==> src/rtl/uart_pkg.sv <==
// Shared types and constants for the UART receive path.
// Oversampling is fixed at 16 s_ticks per bit; the start bit is confirmed at its midpoint.
package uart_pkg;

    typedef enum logic [2:0] {
        IDLE,
        START,
        DATA,
        STOP,
        WAIT_HIGH
    } rx_state_t;

    localparam int OVERSAMPLE = 16;
    localparam int MID_START  = 7;

endpackage

==> src/rtl/bit_sync.sv <==
// Multi-stage synchronizer for a single asynchronous input.
// The reset value is a parameter so idle-high lines come out of reset inactive.
module bit_sync #(
    parameter int   SYNC_STAGES = 2,
    parameter logic RESET_VAL   = 1'b1
) (
    input  logic clk,
    input  logic reset,
    input  logic d,
    output logic q
);

    logic [SYNC_STAGES-1:0] sync_q;

    always_ff @(posedge clk) begin
        if (reset) begin
            sync_q <= {SYNC_STAGES{RESET_VAL}};
        end else begin
            sync_q <= {sync_q[SYNC_STAGES-2:0], d};
        end
    end

    assign q = sync_q[SYNC_STAGES-1];

endmodule

==> src/rtl/uart_rx_sampler.sv <==
// UART receiver: recovers LSB-first frames from a 16x-oversampled rx line and
// reports each word with a one-cycle done strobe plus framing-error and break status.
module uart_rx_sampler
    import uart_pkg::*;
#(
    parameter int DBIT        = 8,
    parameter int SB_TICK     = 16,
    parameter int SYNC_STAGES = 2
) (
    input  logic            clk,
    input  logic            reset,
    input  logic            rx,
    input  logic            s_tick,
    output logic [DBIT-1:0] dout,
    output logic            rx_done_tick,
    output logic            frame_err,
    output logic            break_det
);

    localparam int NW = $clog2(DBIT);

    localparam logic [4:0]    MID_S  = 5'(MID_START);
    localparam logic [4:0]    LAST_S = 5'(OVERSAMPLE - 1);
    localparam logic [4:0]    STOP_S = 5'(SB_TICK - 1);
    localparam logic [NW-1:0] LAST_N = NW'(DBIT - 1);

    rx_state_t       state;
    logic [4:0]      s;
    logic [NW-1:0]   n;
    logic [DBIT-1:0] shift;
    logic            rx_s;

    bit_sync #(
        .SYNC_STAGES (SYNC_STAGES),
        .RESET_VAL   (1'b1)
    ) u_rx_sync (
        .clk   (clk),
        .reset (reset),
        .d     (rx),
        .q     (rx_s)
    );

    // Single FSM: counters advance only on s_tick, except the IDLE->START
    // transition which reacts immediately so back-to-back frames are not missed.
    always_ff @(posedge clk) begin
        if (reset) begin
            state        <= IDLE;
            s            <= '0;
            n            <= '0;
            shift        <= '0;
            dout         <= '0;
            rx_done_tick <= 1'b0;
            frame_err    <= 1'b0;
            break_det    <= 1'b0;
        end else begin
            rx_done_tick <= 1'b0;
            case (state)
                IDLE: begin
                    if (!rx_s) begin
                        state <= START;
                        s     <= '0;
                    end
                end
                START: begin
                    if (s_tick) begin
                        if (s == MID_S) begin
                            if (!rx_s) begin
                                state <= DATA;
                                s     <= '0;
                                n     <= '0;
                            end else begin
                                state <= IDLE;
                            end
                        end else begin
                            s <= s + 5'd1;
                        end
                    end
                end
                DATA: begin
                    if (s_tick) begin
                        if (s == LAST_S) begin
                            shift <= {rx_s, shift[DBIT-1:1]};
                            s     <= '0;
                            if (n == LAST_N) begin
                                state <= STOP;
                            end else begin
                                n <= n + 1'b1;
                            end
                        end else begin
                            s <= s + 5'd1;
                        end
                    end
                end
                STOP: begin
                    // A low stop bit leaves the line low; park in WAIT_HIGH so a
                    // held-low line cannot be mistaken for a new start bit.
                    if (s_tick) begin
                        if (s == STOP_S) begin
                            dout         <= shift;
                            frame_err    <= ~rx_s;
                            break_det    <= ~rx_s && (shift == '0);
                            rx_done_tick <= 1'b1;
                            state        <= rx_s ? IDLE : WAIT_HIGH;
                        end else begin
                            s <= s + 5'd1;
                        end
                    end
                end
                WAIT_HIGH: begin
                    if (rx_s) begin
                        state <= IDLE;
                    end
                end
                default: begin
                    state <= IDLE;
                end
            endcase
        end
    end

endmodule

==> config.mk <==
export PLATFORM = sky130hd
export DESIGN_NAME = uart_rx_sampler
export DESIGN_NICKNAME = d
export VERILOG_FILES = /design/src/rtl/uart_pkg.sv /design/src/rtl/bit_sync.sv /design/src/rtl/uart_rx_sampler.sv
export SDC_FILE = /design/constraint.sdc
export NUM_CORES = 1
export LEC_CHECK = 0
export CAP_MARGIN = 20
export CORE_ASPECT_RATIO = 0.7
export CORE_UTILIZATION = 34
export CTS_BUF_LIST = sky130_fd_sc_hd__clkbuf_8
export DETAILED_ROUTE_END_ITERATION = 6
export DONT_BUFFER_PORTS = 1
export REMOVE_ABC_BUFFERS = 1
export SYNTH_ARGS = -nofsm -noshare
export SYNTH_HDL_FRONTEND = slang
export SYNTH_SLANG_ARGS = --single-unit
==> constraint.sdc <==
create_clock -name clk -period 2.8 [get_ports clk]
set_input_delay 0.56 -clock clk [delete_from_list [all_inputs] [get_ports clk]]
set_output_delay 0.56 -clock clk [all_outputs]
set_load 0.1 [all_outputs]
==> flow_metrics.env, run 1 <==
export IMPL_maxCapViolations=0
export IMPL_status="complete, no violations"
export IMPL_path_class="reg -> reg"
export IMPL_netlist_area_leader_share_pct=41.26
export IMPL_htreeDepth=2
export IMPL_ys_seq_elements=32
export IMPL_r2r_start="s[0]"
export IMPL_rr_endpoint="break_det"
export IMPL_fp_coreArea_um2=4354
export IMPL_final_max_slew_viol_count=0
export IMPL_hold_depth=1
export IMPL_max_freq_mhz=448.4
export IMPL_cts_root_buf="clkbuf_8"
export IMPL_grt_max_degree=41
export IMPL_syn_cell_area_um2=1553
export IMPL_cp_required_ps=3010
export IMPL_post_route_min_period_ps=2230
export IMPL_synth_area_per_cell_um2=9.468
export IMPL_yosysWarningCount=0
export IMPL_synth_area_leaders="dfxtp_1, mux2i_1, nor2_1"
export IMPL_num_vias=1198
export IMPL_clock_sinks=32
export IMPL_synth_edff_count=0
export IMPL_numCtsBuffers=5
export IMPL_route_met2_wl_um=1252
export IMPL_postSynthCellCount=164
export IMPL_power_density_nw_per_um2=582.2
export IMPL_dieArea_um2=4845
export IMPL_diodes=0
export IMPL_hp_class="in -> reg"
export IMPL_drt_iter0_drc=61
export IMPL_area_delta_synth_final_pct=7.817
export IMPL_cts_tree="done"
export IMPL_rows=20
export IMPL_wl_per_cell_um=13.75
export IMPL_ir_drop_v=0.0003025
export IMPL_reg2regPathDepth=5
export IMPL_crit_fanout=12
export IMPL_setup_viol=0
export IMPL_drive_gt1_share_pct=9.756
export IMPL_overflow=0
export IMPL_power_mw=0.9747
export IMPL_synthTopCellsByCount="dfxtp_1, nor2_1, mux2i_1"
export IMPL_multi_input_area_um2=857.1
export IMPL_seq_area_um2=640.6
export IMPL_final_hold_viol_count=0
export IMPL_grtUsageTotal_pct=14.73
export IMPL_synth_area_leader_cell="dfxtp_1"
export IMPL_chipHeight_um=58.54
export IMPL_drc=0
export IMPL_dr_pass1_iters=4
export IMPL_yosysMostFrequentCell="dfxtp_1"
export IMPL_relSlewSlack_pct=34.24
export IMPL_wl_met1_um=1546
export IMPL_period_share_pct=79.64
export IMPL_hp_start="reset"
export IMPL_top_layer="met4"
export IMPL_ant_nets=0
export IMPL_rsz0062_at_grt="no"
export IMPL_clkTransAtPathRegs_ps=70
export IMPL_rrSetupSlack_ps=570
export IMPL_start_kind="flop"
export IMPL_pin_count=15
export IMPL_postCtsSetupBuffers=0
export IMPL_fin_worst_skew_ps=7.217
export IMPL_fill_cells=442
export IMPL_globalplace_congestion=0.8187
export IMPL_worstSetupEndpointType="flop"
export IMPL_clk_latency_ps=280
export IMPL_initial_utilization_pct=35.66
export IMPL_die_x_um=82.77
export IMPL_min_to="dout[2]"
export IMPL_ys_flop_type="dfxtp_1"
export IMPL_p_leak_nw=0.7052
export IMPL_async_reset_ff_share_pct=0
export IMPL_cts_resized_gates=0
export IMPL_yosysSeqAreaShare_pct=41.26
export IMPL_clock_path_buffers=2
export IMPL_antenna_found_initial=0
export IMPL_worstMarginPinSlew_ps=985.1
export IMPL_route_met3_wl_um=161
export IMPL_grt_pass1_vias=1111
export IMPL_postCtsHoldBufs=0
export IMPL_final_nets=171
export IMPL_grt_first_pass_wirelength_um=5326
export IMPL_dp_final_hpwl_um=2088
export IMPL_fin_tns_setup_ps=0
export IMPL_arrival_ps=2440
export IMPL_port_buffers=0
export IMPL_viasPerCell=5.470
export IMPL_yosysUniqueCellTypes=43
export IMPL_routed_wl_um=3011
## power by group
group / internal (mW) / switching [mW]
logic: 0.0589 / 0.0684
registers: 0.463 / 0.0235
clock network: 0.196 / 0.166
total: 0.717 / 0.257
## worst max-delay path: stages (launching register included)
cell      delay [ps]
dfxtp_1          370
ha_1             260
and4b_1          320
nand4_1          640
nand4b_1         420
a21oi_1          150
## kinds of logic after synthesis
| kind of cell | after synthesis | share of synthesized area [%] |
|---|---|---|
| XOR/XNOR | 1 | 0.5642 |
| flip-flops | 32 | 41.26 |
| adder cells (fa/ha/maj) | 4 | 3.223 |
| AND/OR/NAND/NOR | 68 | 25.46 |
| buffers and inverters | 12 | 3.545 |
| multiplexers | 21 | 13.86 |
| AO/OA/AOI/OAI | 26 | 12.09 |
## stage by stage
step / utilization (%) / instances / hold WS (ps) / worst slack (ps) / area [um2]
2_1_floorplan: - / 156 / 389.5 / 941.4 / 1513
3_3_place_gp: 36.32 / 211 / 390.7 / 697.5 / 1582
3_5_place_dp: 36.32 / 211 / 392.8 / 565.7 / 1582
4_1_cts: 38.45 / 219 / 336.0 / 546.9 / 1674
5_1_grt: 38.45 / 219 / 322.8 / 373.6 / 1674
6_report: 38.45 / 219 / 343.8 / 570.0 / 1674
## cell usage in the layout (no fill, tap or decap), types with 2 or more instances in the layout
master	synthesis	routed
nor2b_1	5	5
or3_1	2	2
a31oi_1	2	2
o22ai_1	2	2
inv_1	4	4
a21oi_1	4	4
nor2_1	23	23
ha_1	4	4
a2111oi_0	2	2
nor3_1	5	5
clkbuf_8	0	6
dfxtp_1	32	32
mux2i_1	20	20
or2_2	2	2
nand2b_1	7	7
nand3_1	7	7
o21ai_0	5	5
clkinv_2	0	2
or3b_1	2	2
nand2_1	2	2
a211oi_1	2	2
nand3b_1	3	3
nand4b_1	2	2
## registers in the layout (all words and copies together) (netlist names)
| name | cells |
|---|---|
| s | 5 |
| shift | 8 |
| break_det | 1 |
| dout | 8 |
| frame_err | 1 |
| rx_done_tick | 1 |
| n | 3 |
| u_rx_sync.sync_q | 2 |
| state | 3 |
## worst max path at each step
stage,start,to,depth (start not counted)
6_report,s[0],break_det,5
5_1_grt,s[0],break_det,5
4_1_cts,s[0],break_det,5
3_5_place_dp,s[0],break_det,5
3_3_place_gp,s[0],break_det,5
2_1_floorplan,s[0],break_det,5
## metal layers
metal / track usage [%] / vias to the layer above
met4: 7.389 / 0
li1: - / 594
met1: 21.42 / 569
met2: 18.97 / 31
met5: 0 / -
met3: 4.806 / 4
## cell type report
cell class / instances / area share, %
Tap cell: 55 / 4.111
Clock buffer: 6 / 4.933
Sequential cell: 32 / 38.27
Inverter: 4 / 0.8969
Clock inverter: 2 / 0.5979
Multi-Input combinational cell: 120 / 51.20
(Power assumes the default switching activity.)
==> inputs of run 2 (changes only) <==
==> constraint.sdc (replaced) <==
create_clock -name clk -period 2.3 [get_ports clk]
set_input_delay 0.46 -clock clk [delete_from_list [all_inputs] [get_ports clk]]
set_output_delay 0.46 -clock clk [all_outputs]
set_load 0.1 [all_outputs]
==> run 2 against run 1 <==
Net effect: setup slack worse by 180 ps; sequential power grew 21%; sequential cell count is the same; highest routed layer unchanged; power up 31%; clock power up 46%; critical path depth increased by 1; clock skew up 0.59 ps; count of clock-buffer cells in the layout decreased by 1; non-clock buffer count increased by 13.
==> flow_metrics.env, run 2 (same netlist as run 1, synthesis figures left out) <==
export IMPL_pin_count=15
export IMPL_dieArea_um2=4845
export IMPL_viasPerCell=5.358
export IMPL_diodes=0
export IMPL_p_comb_share_pct=12.4
export IMPL_rsz0062_at_grt="no"
export IMPL_place_inst=224
export IMPL_fp_coreArea_um2=4354
export IMPL_die_x_um=82.77
export IMPL_ant_nets=0
export IMPL_port_buffers=0
export IMPL_power_density_nw_per_um2=712.9
export IMPL_cp_required_ps=2470
export IMPL_sw_frac_of_total_pct=25.26
export IMPL_arrival_ps=2080
export IMPL_ir_drop_v=0.0003254
export IMPL_area_delta_synth_final_pct=15.07
export IMPL_dr_pass1_iters=4
export IMPL_path_class="reg -> reg"
export IMPL_rr_endpoint="dout[4]"
export IMPL_period_share_pct=82.98
export IMPL_globalplace_congestion=0.8212
export IMPL_status="complete, no violations"
export IMPL_postCtsHoldBufs=0
export IMPL_postCtsSetupBuffers=0
export IMPL_drt_iter0_drc=129
export IMPL_worstSetupEndpointType="flop"
export IMPL_max_stage_delay_ps=380
export IMPL_r2r_start="s[0]"
export IMPL_hp_start="reset"
export IMPL_grt_pass1_vias=1178
export IMPL_relSlewSlack_pct=58.11
export IMPL_wl_per_cell_um=14.15
export IMPL_seqPwrFrac_pct=46.3
export IMPL_drc=0
export IMPL_post_route_min_period_ps=1909
export IMPL_chipHeight_um=58.54
export IMPL_grtUsageTotal_pct=15.72
export IMPL_max_freq_mhz=524.0
export IMPL_cp_cell_sequence="ha_1, and4b_1, nand4_1, buf_4, mux2i_1, nor2_1"
export IMPL_crit_fanout=7
export IMPL_grt_max_degree=41
export IMPL_p_leak_nw=0.7833
export IMPL_clock_sinks=32
export IMPL_cts_resized_gates=0
export IMPL_fin_cells=232
export IMPL_reg_top3="dout x8, shift x8, s x5"
export IMPL_dp_final_hpwl_um=2257
export IMPL_final_nets=184
export IMPL_gr_usage_met1_pct=23.48
export IMPL_crit_slowest_cell="dfxtp_1"
export IMPL_numCtsBuffers=5
export IMPL_maxCapViolations=0
export IMPL_initial_utilization_pct=35.66
export IMPL_num_vias=1243
export IMPL_clk_latency_ps=280
export IMPL_antenna_found_initial=0
export IMPL_final_cell_mix="dfxtp_1, nor2_1, mux2i_1, buf_4"
export IMPL_p_switching_mw=0.3217
export IMPL_start_kind="flop"
export IMPL_cts_tree="done"
export IMPL_p_int_mw=0.9520
export IMPL_use_met3_pct=4.341
export IMPL_reg2regPathDepth=6
export IMPL_htreeDepth=2
export IMPL_hold_depth=1
export IMPL_drive_gt1_share_pct=15.82
export IMPL_routed_wl_um=3282
export IMPL_rrSetupSlack_ps=390
export IMPL_worstMarginPinSlew_ps=612.4
export IMPL_hp_class="in -> reg"
export IMPL_cts_root_buf="clkbuf_8"
export IMPL_setup_viol=0
export IMPL_final_max_slew_viol_count=0
export IMPL_power_share_clock_pct=41.3
export IMPL_fin_worst_skew_ps=7.805
export IMPL_rows=20
export IMPL_fin_tns_setup_ps=0
export IMPL_clock_path_buffers=2
export IMPL_final_common_cell="dfxtp_1"
export IMPL_min_to="dout[2]"
export IMPL_grt_first_pass_wirelength_um=5664
export IMPL_met2_usage_pct=19.56
export IMPL_grt_busiest_layer="met1"
export IMPL_final_hold_viol_count=0
export IMPL_clkTransAtPathRegs_ps=70
export IMPL_overflow=0
run 2: cell types whose count changed in the layout (fill, tap and decap cells not counted), sizes merged:
cell,delta
clkinv,-1
bufinv,+1
buf,+13
clkbuf,-1
inv,+1
run 2: layout make-up:
class	count	area [um2]
Clock buffer	5	68.82
Inverter	4	15.01
Clock inverter	3	38.79
Timing Repair Buffer	13	97.59
Fill cell	448	2567
Multi-Input combinational cell	120	857.1
Sequential cell	32	640.6
Tap cell	55	68.82
run 2: worst max-delay path: cells and delay by family (launching register included):
family	cells	cell delay [ps]
flops	1	380
simple gates	3	670
mux	1	170
fa+ha+maj	1	270
buf+inv	1	300
run 2: routing by layer:
metal	vias to the layer above	routed length (um)
met1	570	1671
li1	621	-
met4	0	78
met2	41	1338
met5	-	0
met3	11	194
run 2: power groups by stage:
stage,registers [mW],logic [mW],clock network [mW]
CTS,0.589,0.156,0.541
global placement,0.602,0.153,0
detailed placement,0.602,0.156,0
finish,0.590,0.158,0.526
floorplan,0.596,0.127,0
global route,0.594,0.171,0.572
run 2: worst max-delay path by stage:
stage	startpoint	to	slack, ps	cells past startpoint
2_1_floorplan	s[0]	break_det	440	5
3_3_place_gp	s[0]	s[3]	440	5
3_5_place_dp	s[0]	s[3]	420	5
4_1_cts	s[0]	s[3]	400	5
5_1_grt	s[0]	dout[4]	240	6
6_report	s[0]	dout[4]	390	6
run 2: stage by stage:
stage,instance area [um2],hold WS (ps),utilization (%),power (mW),worst slack (ps)
global route,1787,223.3,41.03,1.337,241.4
CTS,1787,232.2,41.03,1.286,395.7
detailed placement,1679,393.6,38.56,0.7573,423.9
floorplan,1513,389.5,-,0.7232,441.4
finish,1787,237.8,41.03,1.274,391.4
global placement,1679,392.4,38.56,0.7550,441.5
